**src/rtl/seg_disp_arbiter.sv**
```systemverilog
// Round-robin owner of the shared 8-digit seven-segment display.
// A minimum hold time stops sources from flickering in and out.
module seg_disp_arbiter #(
  parameter int NREQ        = 4,
  parameter int HOLD_CYCLES = 1000,
  parameter int IDW         = $clog2(NREQ),
  parameter int CW          = $clog2(HOLD_CYCLES)
) (
  input  logic                 clk,
  input  logic                 rst,
  input  logic [NREQ-1:0]      req,
  input  logic [32*NREQ-1:0]   data_flat,
  input  logic [8*NREQ-1:0]    blank_flat,
  output logic [NREQ-1:0]      grant,
  output logic [IDW-1:0]       owner_id,
  output logic                 busy,
  output logic [31:0]          disp_data,
  output logic [7:0]           disp_blank
);

  localparam int CNTW = (CW < 1) ? 1 : CW;
  localparam logic [CNTW-1:0] HOLD_LD = CNTW'(HOLD_CYCLES - 1);
  localparam logic [IDW-1:0]  LAST_RST = IDW'(NREQ - 1);

  typedef enum logic {
    IDLE,
    OWN
  } state_e;

  state_e          state_q;
  logic [IDW-1:0]  last_q;
  logic [CNTW-1:0] cnt_q;

  logic [NREQ-1:0] cand;
  logic            pick_vld;
  logic [IDW-1:0]  pick_id;
  logic            own_req;
  logic [31:0]     pick_data;
  logic [7:0]      pick_blank;
  logic [31:0]     own_data;
  logic [7:0]      own_blank;
  logic            take;
  logic            rel;
  logic            keep;

  // The current owner never competes against itself.
  always_comb begin
    cand = req;
    if (state_q == OWN) begin
      cand = req & ~grant;
    end
  end

  // Nearest set bit after last_q wins; walk backwards so it lands last.
  always_comb begin
    pick_vld = 1'b0;
    pick_id  = '0;
    for (int k = NREQ; k >= 1; k--) begin
      if (cand[(int'(last_q) + k) % NREQ]) begin
        pick_vld = 1'b1;
        pick_id  = IDW'((int'(last_q) + k) % NREQ);
      end
    end
  end

  always_comb begin
    own_req    = req[owner_id];
    pick_data  = data_flat[32*pick_id +: 32];
    pick_blank = blank_flat[8*pick_id +: 8];
    own_data   = data_flat[32*owner_id +: 32];
    own_blank  = blank_flat[8*owner_id +: 8];
  end

  always_comb begin
    take = 1'b0;
    rel  = 1'b0;
    keep = 1'b0;
    if (state_q == IDLE) begin
      take = pick_vld;
    end else if (!own_req) begin
      take = pick_vld;
      rel  = !pick_vld;
    end else if (cnt_q == '0 && pick_vld) begin
      take = 1'b1;
    end else begin
      keep = 1'b1;
    end
  end

  always_ff @(posedge clk) begin
    if (rst) begin
      state_q    <= IDLE;
      grant      <= '0;
      owner_id   <= '0;
      busy       <= 1'b0;
      disp_data  <= '0;
      disp_blank <= 8'hFF;
      cnt_q      <= '0;
      last_q     <= LAST_RST;
    end else begin
      unique case (1'b1)
        take: begin
          state_q    <= OWN;
          grant      <= NREQ'(1) << pick_id;
          owner_id   <= pick_id;
          busy       <= 1'b1;
          last_q     <= pick_id;
          cnt_q      <= HOLD_LD;
          disp_data  <= pick_data;
          disp_blank <= pick_blank;
        end
        rel: begin
          state_q    <= IDLE;
          grant      <= '0;
          owner_id   <= '0;
          busy       <= 1'b0;
          disp_data  <= '0;
          disp_blank <= 8'hFF;
        end
        keep: begin
          if (cnt_q != '0) begin
            cnt_q <= cnt_q - 1'b1;
          end
          disp_data  <= own_data;
          disp_blank <= own_blank;
        end
        default: begin
          state_q <= state_q;
        end
      endcase
    end
  end

endmodule
```
**config.mk**
```make
export PLATFORM = sky130hd
export DESIGN_NAME = seg_disp_arbiter
export DESIGN_NICKNAME = d
export VERILOG_FILES = /design/src/rtl/seg_disp_arbiter.sv
export SDC_FILE = /design/constraint.sdc
export NUM_CORES = 1
export LEC_CHECK = 0
export CELL_PAD_IN_SITES_DETAIL_PLACEMENT = 0
export CELL_PAD_IN_SITES_GLOBAL_PLACEMENT = 2
export CORE_ASPECT_RATIO = 1.5
export CORE_MARGIN = 3
export CORE_UTILIZATION = 20
export DETAILED_ROUTE_END_ITERATION = 10
export PLACE_DENSITY = 0.74
export SYNTH_ARGS = -nofsm -noshare
export SYNTH_HDL_FRONTEND = slang
export SYNTH_SLANG_ARGS = --single-unit
```
**constraint.sdc**
```tcl
create_clock -name clk -period 2.4 [get_ports clk]
set_clock_uncertainty 0.15 [all_clocks]
set_input_delay 0.36 -clock clk [delete_from_list [all_inputs] [get_ports clk]]
set_output_delay 0.36 -clock clk [all_outputs]
set_load 0.02 [all_outputs]
```
==> results.py, run 1 <==
metrics = {
    "synth": {
        "yosysUniqueCellTypes": 56,
        "synth_edf_count": 0,
        "ys_ff_latch": 59,
        "synth_cells": 475,
        "ys_seq_area_share_pct": 28.6,
        "synth_area_per_cell_um2": 8.70,
        "syn_area_mm2": 0.00413,
        "synth_nets": 643,
        "synth_async_sr_flop_share_pct": 0,
        "ys.warnings.count": 0,
        "synth_flop_cell": "dfxtp_1",
    },
    "layout": {
        "layout_commonest_cell": "clkdlybuf4s50_1",
        "fin_nets": 920,
        "fin_cells": 1017,
        "final_cell_mix": "208 x clkdlybuf4s50_1, 66 x buf_4, 65 x mux2i_1, 54 x dfxtp_1, 38 x nand2_1",
        "n_fill_cell": 2024,
        "area_growth_pct": 93.4,
        "final_layout_size_suffix_gt1_share_pct": 26.0,
        "n_antenna_cell": 0,
    },
    "placement": {
        "hpwl_um": 14000,
        "gp_congestion": 0.819,
        "dp.cells": 983,
        "portBuffers": 212,
    },
    "worst_hold_path": {
        "whs_path_depth": 2,
        "hold_start": "disp_data[0]",
        "whs_endpoint": "disp_data[0]",
        "hold_class": "reg -> reg",
    },
    "cts": {
        "path_clk_slew_ns": 0.05,
        "postCtsHoldBufs": 0,
        "clock_latency_ns": 0.33,
        "cts_tree": "yes",
        "cts_max_level": 3,
        "cts_buffer_depth": 2,
        "cts.sinks": 59,
        "cts-root-buf": "clkbuf_16",
        "cts_made_buffers": 9,
    },
    "worst_setup_path": {
        "r2r_start": "last_q[0]",
        "rrSetupSlack_ns": -0.33,
        "setup.worst_path.class": "reg -> reg",
        "crit_path_end_kind": "register",
        "worstPathArrival_ns": 2.78,
        "r2r_cells": 9,
        "cp_slowest_cell": "o31a_4",
        "cpPeakStageDelay_ns": 0.47,
        "crit_buf_inv": 1,
        "worst_setup_path_start_kind": "register",
        "required_ns": 2.45,
        "r2r_end": "disp_blank[6]",
        "crit_chain": "mux2_4 > a221oi_4 > or3_1 > nand3_2 > o31a_4 > buf_12 > mux2_4 > o22ai_2 > a31oi_1",
        "crit_family": "compound AO/OA/AOI/OAI gates",
        "critPathMaxFanout": 7,
        "cp_common_cell": "mux2_4",
    },
    "power": {
        "p_int_mw": 6.19,
        "switchingPower_mw": 4.48,
        "peakVddDrop_mv": 0.652,
        "power_switching_share_pct": 42.0,
        "leakage_nw": 3.10,
        "pwr-share-clk_pct": 11.2,
        "power_density_mw_per_mm2": 1340,
        "seq_power_share_pct": 15.6,
        "combPwrFrac_pct": 73.3,
    },
    "detailed_routing": {
        "wl_per_cell_um": 18.5,
        "wirelength_um": 18800,
        "vias_per_cell": 4.82,
        "ant_nets": 0,
        "drt_iter0_markers": 187,
        "post-route-drc-count": 0,
        "vias": 4903,
        "drt-pass1-iter-count": 4,
    },
    "timing": {
        "rsz0062_at_grt": "true",
        "setup_viol": 53,
        "hold_violations": 0,
        "tightest_slew_ns": 0.476,
        "holdWs_ns": 0.291,
        "period_share_pct": 114,
        "max_freq_mhz": 367,
        "relSlewSlack_pct": 67.4,
        "fin_ws_ns": -0.327,
        "drv_slew": 0,
        "finalCriticalPeriod_ns": 2.73,
        "tns_ns": -11.26,
    },
    "die": {
        "core_mm2": 0.0200,
        "die_w_um": 123,
        "die_area_mm2": 0.0225,
        "num_rows": 63,
        "ioPinCount": 213,
        "initial_core_util_pct": 20.6,
        "die_y_um": 182,
    },
    "status": {
        "violations": "negative setup slack",
        "outcome": "finished with violations",
    },
    "global_routing": {
        "grt_pass1_vias": 5262,
        "grt.overflow.total": 0,
        "grt_start_max_net_pins": 37,
        "grt_usage_pct": 16.1,
        "antenna_found_initial": 0,
        "grt_pass1_wl_um": 28100,
    },
    "job": {
        "max_cap_viol_count": 0,
    },
}
-- worst min-delay path, cell delays in order, from the launching register on --
cell	delay, ns
dfxtp_1	0.30
nand2_1	0.05
o21ai_1	0.05
-- kinds of logic after synthesis --
family | Yosys count | share of synthesized area, %
compound gates | 182 | 31.1
simple gates | 100 | 12.2
fa+ha+maj | 2 | 0.606
buf+inv | 49 | 6.78
mux | 76 | 19.2
flops | 59 | 28.6
xor+xnor | 7 | 1.48
-- sequential cells by signal (all words and copies together), names as in the netlist --
| name | flops |
|---|---|
| cnt_q | 10 |
| disp_blank | 8 |
| disp_data | 32 |
| grant | 4 |
| last_q | 2 |
| owner_id | 2 |
| state_q | 1 |
-- cell usage after synthesis (4+ instances only) --
cell type / number / share of area, %
o211ai_1: 4 / 0.73
a21o_1: 30 / 5.5
o21ai_1: 23 / 2.8
o21ai_0: 9 / 1.1
o221ai_1: 6 / 1.3
nor2_1: 26 / 2.4
dfxtp_1: 59 / 29
a211oi_1: 7 / 1.3
a221oi_1: 7 / 1.5
buf_6: 8 / 2.2
nand3_1: 4 / 0.48
nand2_1: 41 / 3.7
xnor2_1: 6 / 1.3
inv_1: 8 / 0.73
buf_2: 7 / 0.85
a221o_1: 30 / 7.3
nor3_1: 8 / 0.97
a311oi_1: 4 / 0.85
mux2i_1: 69 / 17
clkbuf_1: 21 / 1.9
a21oi_1: 47 / 5.7
-- stage by stage --
stage / utilization [%] / area [um^2] / worst slack (ns) / total power [mW]
finish: 39.9 / 7990 / -0.327 / 10.7
global route: 39.9 / 7990 / -0.446 / 11.3
CTS: 38.4 / 7690 / -0.300 / 10.2
detailed placement: 35.6 / 7130 / -0.656 / 8.16
global placement: 35.6 / 7130 / -0.660 / 8.08
floorplan: - / 4220 / -0.170 / 5.54
-- worst max-delay path by stage --
stage / start / end / cells past startpoint
after floorplan: last_q[0] / disp_blank[5] / 10
after global placement: req[1] / disp_blank[1] / 11
after detailed placement: req[1] / disp_data[13] / 10
after CTS: last_q[0] / disp_data[13] / 9
after global routing: last_q[0] / disp_data[3] / 11
final: last_q[0] / disp_blank[6] / 9
-- routing by layer --
layer	part of all wire, %	GRT usage (%)
met5	0	0
met4	1.8	5.28
met3	4.7	2.59
met2	57	31.7
met1	36	16.7
-- power groups by stage --
stage                     sequential [mW]  combinational (mW)  clock, mW
after detailed placement             1.68                6.48          0
after global placement               1.67                6.41          0
final                                1.66                7.82       1.19
after global routing                 1.71                8.32       1.27
after CTS                            1.66                7.30       1.24
after floorplan                      2.08                3.47          0
-- final cells by class --
cell class / count / area (um^2) / share of cell area, %
Clock buffer: 13 / 250 / 3.13
Tap cell: 260 / 325 / 4.07
Inverter: 8 / 32.5 / 0.407
Sequential cell: 59 / 1190 / 14.9
Timing Repair Buffer: 307 / 3130 / 39.1
Clock inverter: 3 / 15.0 / 0.188
Multi-Input combinational cell: 367 / 3050 / 38.2
-- timing repair --
item | CTS | global route
gates resized for setup | 53 | 51
endpoints found under the setup margin | 57 | 53
setup buffers | 8 | 7
gates cloned | 2 | 1
pin swaps | 20 | 23
Power figures use the tool's default switching activity.
==> run 2, diff against run 1 <==
- CORE_ASPECT_RATIO: 1.5 -> 0.75
==> run 2 against run 1 <==
Compared with the run above: the flow still finishes with violations (negative setup slack); largest power group unchanged; design area grew 1.9%; clock-buffer cell count shrank 1; fmax shrank 0.67%; largest cell class is now multi-input combinational cells.
==> results.py, run 2 (synthesized netlist as in run 1, its figures left out) <==
metrics = {
    "placement": {
        "portBuffers": 212,
        "place_area_mm2": 0.00715,
        "gp_congestion": 0.828,
        "hpwl_um": 14500,
    },
    "worst_setup_path": {
        "r2r_start": "last_q[0]",
        "critPathMaxFanout": 8,
        "worstPathArrival_ns": 2.79,
        "setup.worst_path.class": "reg -> reg",
        "worst_setup_path_start_kind": "register",
        "required_ns": 2.45,
        "r2r_cells": 8,
        "crit_end": "disp_data[6]",
        "rrSetupSlack_ns": -0.35,
        "r2r_end": "disp_data[6]",
        "crit_path_end_kind": "register",
        "crit_start": "last_q[0]",
    },
    "power": {
        "leakage_nw": 3.12,
        "power_density_mw_per_mm2": 1340,
        "seq_power_share_pct": 15.7,
        "p_int_mw": 6.24,
        "peakVddDrop_mv": 0.473,
        "combPwrFrac_pct": 73.5,
        "switchingPower_mw": 4.63,
        "power_switching_share_pct": 42.6,
        "pwr-share-clk_pct": 10.9,
    },
    "timing": {
        "setup_viol": 54,
        "rsz0062_at_grt": "true",
        "tightest_slew_ns": 0.477,
        "finalCriticalPeriod_ns": 2.75,
        "hold_violations": 0,
        "drv_slew": 0,
        "relSlewSlack_pct": 68.2,
        "fin_ws_ns": -0.346,
        "max_freq_mhz": 364,
        "period_share_pct": 114,
    },
    "detailed_routing": {
        "wl_met2_um": 8850,
        "wl_met1_um": 8460,
        "wl_per_cell_um": 19.2,
        "ant_nets": 0,
        "post-route-drc-count": 0,
        "wl_met3_um": 1690,
        "drt-pass1-iter-count": 4,
        "wirelength_um": 19400,
        "drt_iter0_markers": 217,
        "vias_per_cell": 4.84,
        "routed.top_layer": "met4",
        "vias": 4878,
    },
    "status": {
        "outcome": "finished with violations",
        "violations": "negative setup slack",
    },
    "die": {
        "core_mm2": 0.0198,
        "num_rows": 44,
        "die_area_mm2": 0.0224,
        "ioPinCount": 213,
        "initial_core_util_pct": 20.8,
        "die_w_um": 172,
        "die_y_um": 130,
    },
    "global_routing": {
        "antenna_found_initial": 0,
        "grt_pass1_vias": 5088,
        "grt_pass1_wl_um": 28400,
        "grt.overflow.total": 0,
        "grt_start_max_net_pins": 37,
        "grt_usage_pct": 16.4,
    },
    "cts": {
        "cts_tree": "yes",
        "cts_made_buffers": 9,
        "cts-root-buf": "clkbuf_16",
        "cts.sinks": 59,
        "cts_buffer_depth": 2,
        "postCtsHoldBufs": 0,
        "path_clk_slew_ns": 0.05,
        "cts_max_level": 3,
        "clock_latency_ns": 0.32,
    },
    "layout": {
        "layout_commonest_cell": "clkdlybuf4s50_1",
        "n_fill_cell": 1910,
        "fin_area_mm2": 0.00814,
        "fin_nets": 919,
        "final_cell_mix": "210 x clkdlybuf4s50_1, 66 x buf_4, 63 x mux2i_1, 54 x dfxtp_1, 38 x nand2_1",
        "final_core_util_pct": 41.1,
        "reg_top3": "disp_data (32), cnt_q (10), disp_blank (8)",
        "final_layout_size_suffix_gt1_share_pct": 27.4,
        "regMostFlops": "disp_data",
        "area_growth_pct": 97.0,
        "largest_register_ffs": 32,
        "n_antenna_cell": 0,
    },
    "job": {
        "max_cap_viol_count": 0,
    },
    "worst_hold_path": {
        "hold_class": "reg -> reg",
    },
}
run 2: how the worst min path moves through the flow:
| stage | start | slack (ns) | cells after the start | to |
|---|---|---|---|---|
| after floorplan | cnt_q[2] | 0.32 | 1 | cnt_q[2] |
| after global placement | disp_data[3] | 0.28 | 2 | disp_data[3] |
| after detailed placement | disp_data[3] | 0.29 | 2 | disp_data[3] |
| after CTS | disp_data[18] | 0.30 | 2 | disp_data[18] |
| after global routing | disp_data[28] | 0.32 | 2 | disp_data[28] |
| final | disp_data[18] | 0.30 | 2 | disp_data[18] |
run 2: repair_timing:
| action | 4_1_cts | 5_1_grt |
|---|---|---|
| gates cloned | 1 | 3 |
| gates resized for setup | 65 | 50 |
| hold endpoints to repair | 0 | 0 |
| pin swaps | 12 | 29 |
| setup endpoints to repair | 57 | 57 |
| setup buffers | 13 | 4 |
run 2: power groups by stage:
stage | logic [mW] | clock network (mW) | registers (mW)
global placement | 6.59 | 0 | 1.70
detailed placement | 6.64 | 0 | 1.71
CTS | 7.24 | 1.23 | 1.71
global route | 8.48 | 1.27 | 1.76
finish | 7.99 | 1.18 | 1.70
floorplan | 3.47 | 0 | 2.08
run 2: stage by stage:
step	power [mW]	TNS, ns	hold slack, ns	cells	setup slack [ns]
floorplan	5.54	-4.53	0.323	475	-0.170
global placement	8.28	-25.87	0.284	975	-0.626
detailed placement	8.35	-28.32	0.292	975	-0.682
CTS	10.2	-11.51	0.300	1003	-0.324
global route	11.5	-17.95	0.317	1008	-0.426
finish	10.9	-13.86	0.298	1008	-0.346
run 2: critical path: stages (launching register included):
cell,delay (ns)
dfxtp_4,0.41
mux2_4,0.31
a21o_1,0.21
or4b_4,0.55
nand3b_4,0.13
o31a_4,0.29
clkbuf_16,0.22
mux2i_1,0.23
o211ai_1,0.10
run 2: layout make-up:
| type | instances | area [um^2] | area share (%) |
|---|---|---|---|
| clock buffer | 12 | 246 | 3.03 |
| multi-input combinational | 367 | 3190 | 39.2 |
| sequential | 59 | 1190 | 14.6 |
| inverter | 8 | 32.5 | 0.400 |
| timing repair buffer | 306 | 3140 | 38.6 |
| tap | 253 | 317 | 3.89 |
| clock inverter | 3 | 15.0 | 0.184 |
run 2: routing by layer:
layer  global-route usage, %  vias to the layer above
met3                    4.57                       21
met4                    4.60                        0
li1                        -                     2375
met5                       0                        -
met2                    26.9                      194
met1                    21.2                     2288
==> run 3, diff against run 2 <==
- CAP_MARGIN: default -> 30
==> results of run 3 <==
Final layout, timing and power as in run 2 (identical DEF).
